`src/rtl/prog_clk_gen.sv`:
```
// prog_clk_gen: per-channel programmable divided clock with rising-edge tick and
// wrap-synchronous shadow configuration. Define PCG_SYNC_EN to add the sync_in realign input.
module prog_clk_gen #(
  parameter int CHANNELS   = 2,
  parameter int CNT_WIDTH  = 8,
  parameter int DEF_PERIOD = 50,
  parameter int DEF_HIGH   = 25,
  localparam int SEL_W     = (CHANNELS > 1) ? $clog2(CHANNELS) : 1
) (
  input  logic                 clk,
  input  logic                 reset_n,
  input  logic [CHANNELS-1:0]  enable,
`ifdef PCG_SYNC_EN
  input  logic                 sync_in,
`endif
  input  logic                 cfg_load,
  input  logic [SEL_W-1:0]     cfg_sel,
  input  logic [CNT_WIDTH-1:0] cfg_period,
  input  logic [CNT_WIDTH-1:0] cfg_high,
  output logic [CHANNELS-1:0]  clk_out,
  output logic [CHANNELS-1:0]  tick,
  output logic [CHANNELS-1:0]  cfg_pending
);

  localparam logic [CNT_WIDTH-1:0] P_DEF   = CNT_WIDTH'(DEF_PERIOD);
  localparam logic [CNT_WIDTH-1:0] H_DEF   = CNT_WIDTH'(DEF_HIGH);
  localparam logic [CNT_WIDTH-1:0] CNT_DEF = CNT_WIDTH'(DEF_PERIOD - 1);
  localparam logic [CNT_WIDTH-1:0] ONE     = CNT_WIDTH'(1);
  localparam logic [CNT_WIDTH-1:0] P_MIN   = CNT_WIDTH'(2);

  logic                 sync_act;
  logic [CNT_WIDTH-1:0] cap_p;
  logic [CNT_WIDTH-1:0] cap_h;

`ifdef PCG_SYNC_EN
  assign sync_act = sync_in;
`else
  assign sync_act = 1'b0;
`endif

  // Clamp once at capture so the active registers always hold legal values.
  always_comb begin
    cap_p = (cfg_period < P_MIN) ? P_MIN : cfg_period;
    cap_h = (cfg_high > cap_p) ? cap_p : cfg_high;
  end

  for (genvar i = 0; i < CHANNELS; i++) begin : g_ch
    logic [CNT_WIDTH-1:0] act_p_q, act_h_q, sh_p_q, sh_h_q, cnt_q;
    logic [CNT_WIDTH-1:0] act_p_d, act_h_d, sh_p_d, sh_h_d, cnt_d;
    logic                 pend_q, out_q, tick_q;
    logic                 pend_d, out_d, tick_d;
    logic                 load_hit, wrap, apply;

    assign load_hit = cfg_load && (32'(cfg_sel) == i);
    assign wrap     = (cnt_q == (act_p_q - ONE));

    always_comb begin
      act_p_d = act_p_q;
      act_h_d = act_h_q;
      sh_p_d  = sh_p_q;
      sh_h_d  = sh_h_q;
      pend_d  = pend_q;
      cnt_d   = cnt_q;
      out_d   = out_q;
      apply   = 1'b0;

      // Shadow takes effect at a wrap, on sync, or at once while the channel is idle.
      if (enable[i])
        apply = pend_q && (sync_act || wrap);
      else
        apply = pend_q;

      if (apply) begin
        act_p_d = sh_p_q;
        act_h_d = sh_h_q;
        pend_d  = 1'b0;
      end

      if (enable[i]) begin
        if (sync_act) begin
          cnt_d = act_p_d - ONE;
        end else if (wrap) begin
          cnt_d = '0;
          out_d = (act_h_d != '0);
        end else begin
          cnt_d = cnt_q + ONE;
          out_d = ((cnt_q + ONE) < act_h_q);
        end
      end else if (apply) begin
        cnt_d = act_p_d - ONE;
      end

      // A load in the same cycle as an apply lands after it, so it stays pending.
      if (load_hit) begin
        sh_p_d = cap_p;
        sh_h_d = cap_h;
        pend_d = 1'b1;
      end

      tick_d = enable[i] && out_d && !out_q;
    end

    always_ff @(posedge clk) begin
      if (!reset_n) begin
        act_p_q <= P_DEF;
        act_h_q <= H_DEF;
        sh_p_q  <= P_DEF;
        sh_h_q  <= H_DEF;
        cnt_q   <= CNT_DEF;
        pend_q  <= 1'b0;
        out_q   <= 1'b0;
        tick_q  <= 1'b0;
      end else begin
        act_p_q <= act_p_d;
        act_h_q <= act_h_d;
        sh_p_q  <= sh_p_d;
        sh_h_q  <= sh_h_d;
        cnt_q   <= cnt_d;
        pend_q  <= pend_d;
        out_q   <= out_d;
        tick_q  <= tick_d;
      end
    end

    assign clk_out[i]     = out_q;
    assign tick[i]        = tick_q;
    assign cfg_pending[i] = pend_q;
  end

endmodule
```
`config.mk`:
```
export PLATFORM = sky130hd
export DESIGN_NAME = prog_clk_gen
export DESIGN_NICKNAME = d
export VERILOG_FILES = /design/src/rtl/prog_clk_gen.sv
export SDC_FILE = /design/constraint.sdc
export NUM_CORES = 1
export LEC_CHECK = 0
export CELL_PAD_IN_SITES_DETAIL_PLACEMENT = 0
export CELL_PAD_IN_SITES_GLOBAL_PLACEMENT = 1
export CORE_MARGIN = 1.5
export CORE_UTILIZATION = 49
export DETAILED_ROUTE_END_ITERATION = 12
export PLACE_DENSITY = 0.85
export SETUP_SLACK_MARGIN = 0.2
export SLEW_MARGIN = 20
export SYNTH_ARGS = -nofsm -noshare
export SYNTH_HDL_FRONTEND = slang
export SYNTH_SLANG_ARGS = --single-unit
```
`constraint.sdc`:
```
create_clock -name clk -period 7.2 [get_ports clk]
set_clock_uncertainty 0.1 [all_clocks]
set_input_delay 1.44 -clock clk [delete_from_list [all_inputs] [get_ports clk]]
set_output_delay 1.44 -clock clk [all_outputs]
set_load 0.02 [all_outputs]
```
==> results by group <==
Run status
  • Status: completed

Place
  • Post-detailed-placement half-perimeter wirelength: 9229 um
  • Number of input and output port buffers inserted: 27
  • Placer congestion estimate: 0.8780

Final layout
  • Multi-input combinational cell area: 3018 um2
  • Number of antenna cells inserted: 0
  • Seq. cell area: 1722 um2
  • NumNets Final: 670
  • Area Overhead vs Synth: 9.064%
  • Number of filler cells placed in the layout: 958
  • Layout Utilization: 55.61%
  • Proportion of layout cells with a drive suffix above 1: 4.960%

Floorplan
  • Placeable core region: 9910 um2
  • Num rows: 36
  • Number of placed I/O pins: 28
  • Initial cell density of the core: 50.98%
  • Total die area: 10,930 um2
  • DIE WIDTH: 104.5 um
  • Die boundary height: 104.5 um

CTS
  • Clk_lat worst skew: 360 ps
  • Resize count post-CTS: 0
  • CTS clk-pin slew, worst paths: 90 ps
  • Clock net sink count: 86
  • Root Driver: clkbuf_8
  • Htree depth: 3
  • CTS Buf Count: 9
  • Clock tree from TritonCTS: built
  • Number of buffers inserted to repair setup after CTS: 0
  • Longest Clk Path Bufs: 2
  • Cts-stage hold buffer count: 0

Worst setup path
  • Maximum fanout along the worst path: 16
  • Path depth of the worst reg2reg path: 12
  • Critical path, cell by cell: clkdlybuf4s50_1, inv_1, o21ai_4, mux2i_1, ha_1, nand2_1, nor3_1, o21ai_0, and3_1, a211oi_1
  • Critical path startpoint category: input port
  • Largest delay share family, worst path: buffers and inverters
  • CP Capture Type: register
  • Number of buffer and inverter stages on the critical path: 2
  • Delay contributed by the slowest stage of the critical path: 710 ps
  • RR Endpoint: g_ch[0].cnt_q[6]$_SDFFE_PN0P_
  • Source of the critical timing path: enable[0]
  • Reg-to-reg critical path startpoint: g_ch[0].act_p_q[1]$_SDFF_PN1_
  • WP data required: 7380 ps
  • Worst Setup Path Type: in -> reg
  • Number of cells on the critical path: 10
  • Library cell contributing the largest single delay on the critical path: clkdlybuf4s50_1
  • Arr. time, crit path: 4400 ps
  • Setup slack on the worst flop-to-flop path: 3540 ps
  • End point of the critical path: g_ch[0].cnt_q[6]$_SDFFE_PN0P_

Global route
  • Maximum number of pins on one net before global-route repair: 102
  • Via count of the first global-routing pass: 4,105
  • First-pass GRT wire length: 20,910 um
  • Aggregate global-route resource usage: 23.79%
  • Total global routing overflow: 0
  • Antenna violations before repair: 0

Timing
  • Unrepaired setup endpoints after global routing: no
  • Final Hold Violating Endpoints: 0
  • Period Utilization, post-route: 58.62%
  • Final-report setup violation count: 0
  • Final critical delay including setup and external delays: 4220 ps
  • Final-report max-slew violation count: 0
  • Final sum of negative setup slack: 0 ps
  • Worst slew pin tran: 937.7 ps
  • Relative slew slack: 37.49%
  • F_max: 0.2369 GHz

Detailed routing
  • Detailed-route vias per instance: 5.788
  • Antenna-violating nets left: 0
  • Detailed router's first-iteration violation count: 265
  • First-pass DRT Iterations: 5
  • Remaining DRCs: 0
  • Total wirelength of the detailed-routed design: 12,540 um
  • Average detailed-routed wire length per instance: 16.54 um
  • Via total after detailed routing: 4,387

Yosys
  • Count of distinct cell types in the synthesized netlist: 56
  • Most frequently used cell type in the post-synthesis netlist: dfxtp_1
  • Leading cell types by total area after synthesis: dfxtp_1, ha_1, nand2_1
  • Syn avg cell area: 8.175 um2
  • Proportion of register bits with asynchronous set or reset after synthesis: 0%
  • #FFs+latches synth: 86
  • Yosys warning total: 0
  • Cell area after synthesis: 5052 um2
  • Fraction of the yosys area taken by sequential cells: 34.08%
  • EDFF count, synth: 0
  • Post-Syn Nets: 668
  • Instance count of the mapped netlist: 618
  • Library cell with the largest summed area after synthesis: dfxtp_1
  • Area share of the leading cell type in the synthesized netlist: 34.08%
  • Ranking of synthesized cells by instance count: dfxtp_1, nand2_1, o21ai_0, a21oi_1, inv_1
  • Top_reg_cell synth: dfxtp_1

Power
  • Combinational share of power: 21.1%
  • Internal power summed over all cells: 0.0007367 W
  • Fraction of power spent switching nets: 32.69%
  • Reg power frac: 49.4%
  • P per Cell Area: 198.6 nW/um2
  • Leakage component of the power: 2.146 nW
  • Psw: 0.0003577 W
  • Worst vdd ir: 0.08601 mV
  • Clock Power Share: 29.6%

Min path
  • Type of the worst min-delay path: reg -> reg
  • Beginning of the worst hold path: g_ch[1].out_q$_SDFF_PN0_
  • Hold depth: 1

Flow run
  • Number of max-cap violations: 0
cells by family (layout without fill, tap and decap cells):
family | Yosys count | in the layout | synth area share, %
mux | 23 | 23 | 4.557
compound gates | 157 | 157 | 20.28
buf+inv | 74 | 81 | 6.315
simple gates | 211 | 211 | 21.08
xor+xnor | 39 | 39 | 6.761
flops | 86 | 86 | 34.08
fa+ha+maj | 28 | 28 | 6.934
placed cells by master, fill, tap and decap left out, types with 13 or more instances in the layout:
cell / n
a21oi_1: 34
clkdlybuf4s50_1: 26
dfxtp_1: 86
ha_1: 28
inv_1: 34
mux2i_1: 23
nand2_1: 71
nand3_1: 19
nand4_1: 13
nor2_1: 28
nor2b_1: 21
o211ai_1: 14
o21ai_0: 44
xnor2_1: 25
xor2_1: 14
worst register-to-register path, stage by stage (launching register included):
cell and delay [ps]:
dfxtp_1 360, or4_1 530, o221ai_1 180, nand2_1 120
o211a_1 370, o21ai_4 570, mux2i_1 320, ha_1 260
nand2_1 90, nor3_1 150, o21ai_0 140, and3_1 200
a211oi_1 200
through the flow:
stage	setup slack [ps]	area (um2)	std cells	power (W)	hold slack, ps
6_report	2980	5510	758	0.001094	351.1
5_1_grt	2742	5510	758	0.001156	374.6
4_1_cts	3009	5510	758	0.001102	355.9
3_5_place_dp	2604	5329	742	0.0007786	339.6
3_3_place_gp	2407	5323	742	0.0007728	334.0
2_1_floorplan	3323	5052	618	0.0007109	310.2
registers in the layout (all words and copies together), names as in the netlist:
register,cells
g_ch.act_h_q,16
g_ch.act_p_q,16
g_ch.cnt_q,16
g_ch.sh_h_q,16
g_ch.sh_p_q,16
g_ch.out_q,2
g_ch.pend_q,2
g_ch.tick_q,2
how the worst min path moves through the flow:
stage | endpoint | slack (ps)
2_1_floorplan | g_ch[1].tick_q$_SDFF_PN0_ | 310
3_3_place_gp | g_ch[1].tick_q$_SDFF_PN0_ | 330
3_5_place_dp | g_ch[1].tick_q$_SDFF_PN0_ | 340
4_1_cts | g_ch[1].tick_q$_SDFF_PN0_ | 360
5_1_grt | g_ch[1].tick_q$_SDFF_PN0_ | 370
6_report | g_ch[1].tick_q$_SDFF_PN0_ | 350
final cells by class:
| class | instances | share of cell area (%) |
|---|---|---|
| timing repair buffer | 31 | 5.359 |
| clock inverter | 6 | 0.9764 |
| sequential | 86 | 31.24 |
| tap | 133 | 3.020 |
| clock buffer | 10 | 2.316 |
| inverter | 34 | 2.316 |
| multi-input combinational | 458 | 54.77 |
per-layer routing:
layer	global-route usage, %	share of wire, %	vias to the layer above
met4	9.127	1.7	0
met5	0	0	-
met1	34.63	51	2088
met2	35.86	44	91
met3	2.682	3.1	15
li1	-	-	2193
power groups by stage:
| stage | Sequential, W | Combinational [W] | Clock [W] |
|---|---|---|---|
| floorplan | 0.000533 | 0.000178 | 0 |
| global placement | 0.000550 | 0.000223 | 0 |
| detailed placement | 0.000551 | 0.000228 | 0 |
| CTS | 0.000539 | 0.000230 | 0.000333 |
| global route | 0.000544 | 0.000258 | 0.000354 |
| finish | 0.000540 | 0.000230 | 0.000324 |
Power figures use the tool's default switching activity.
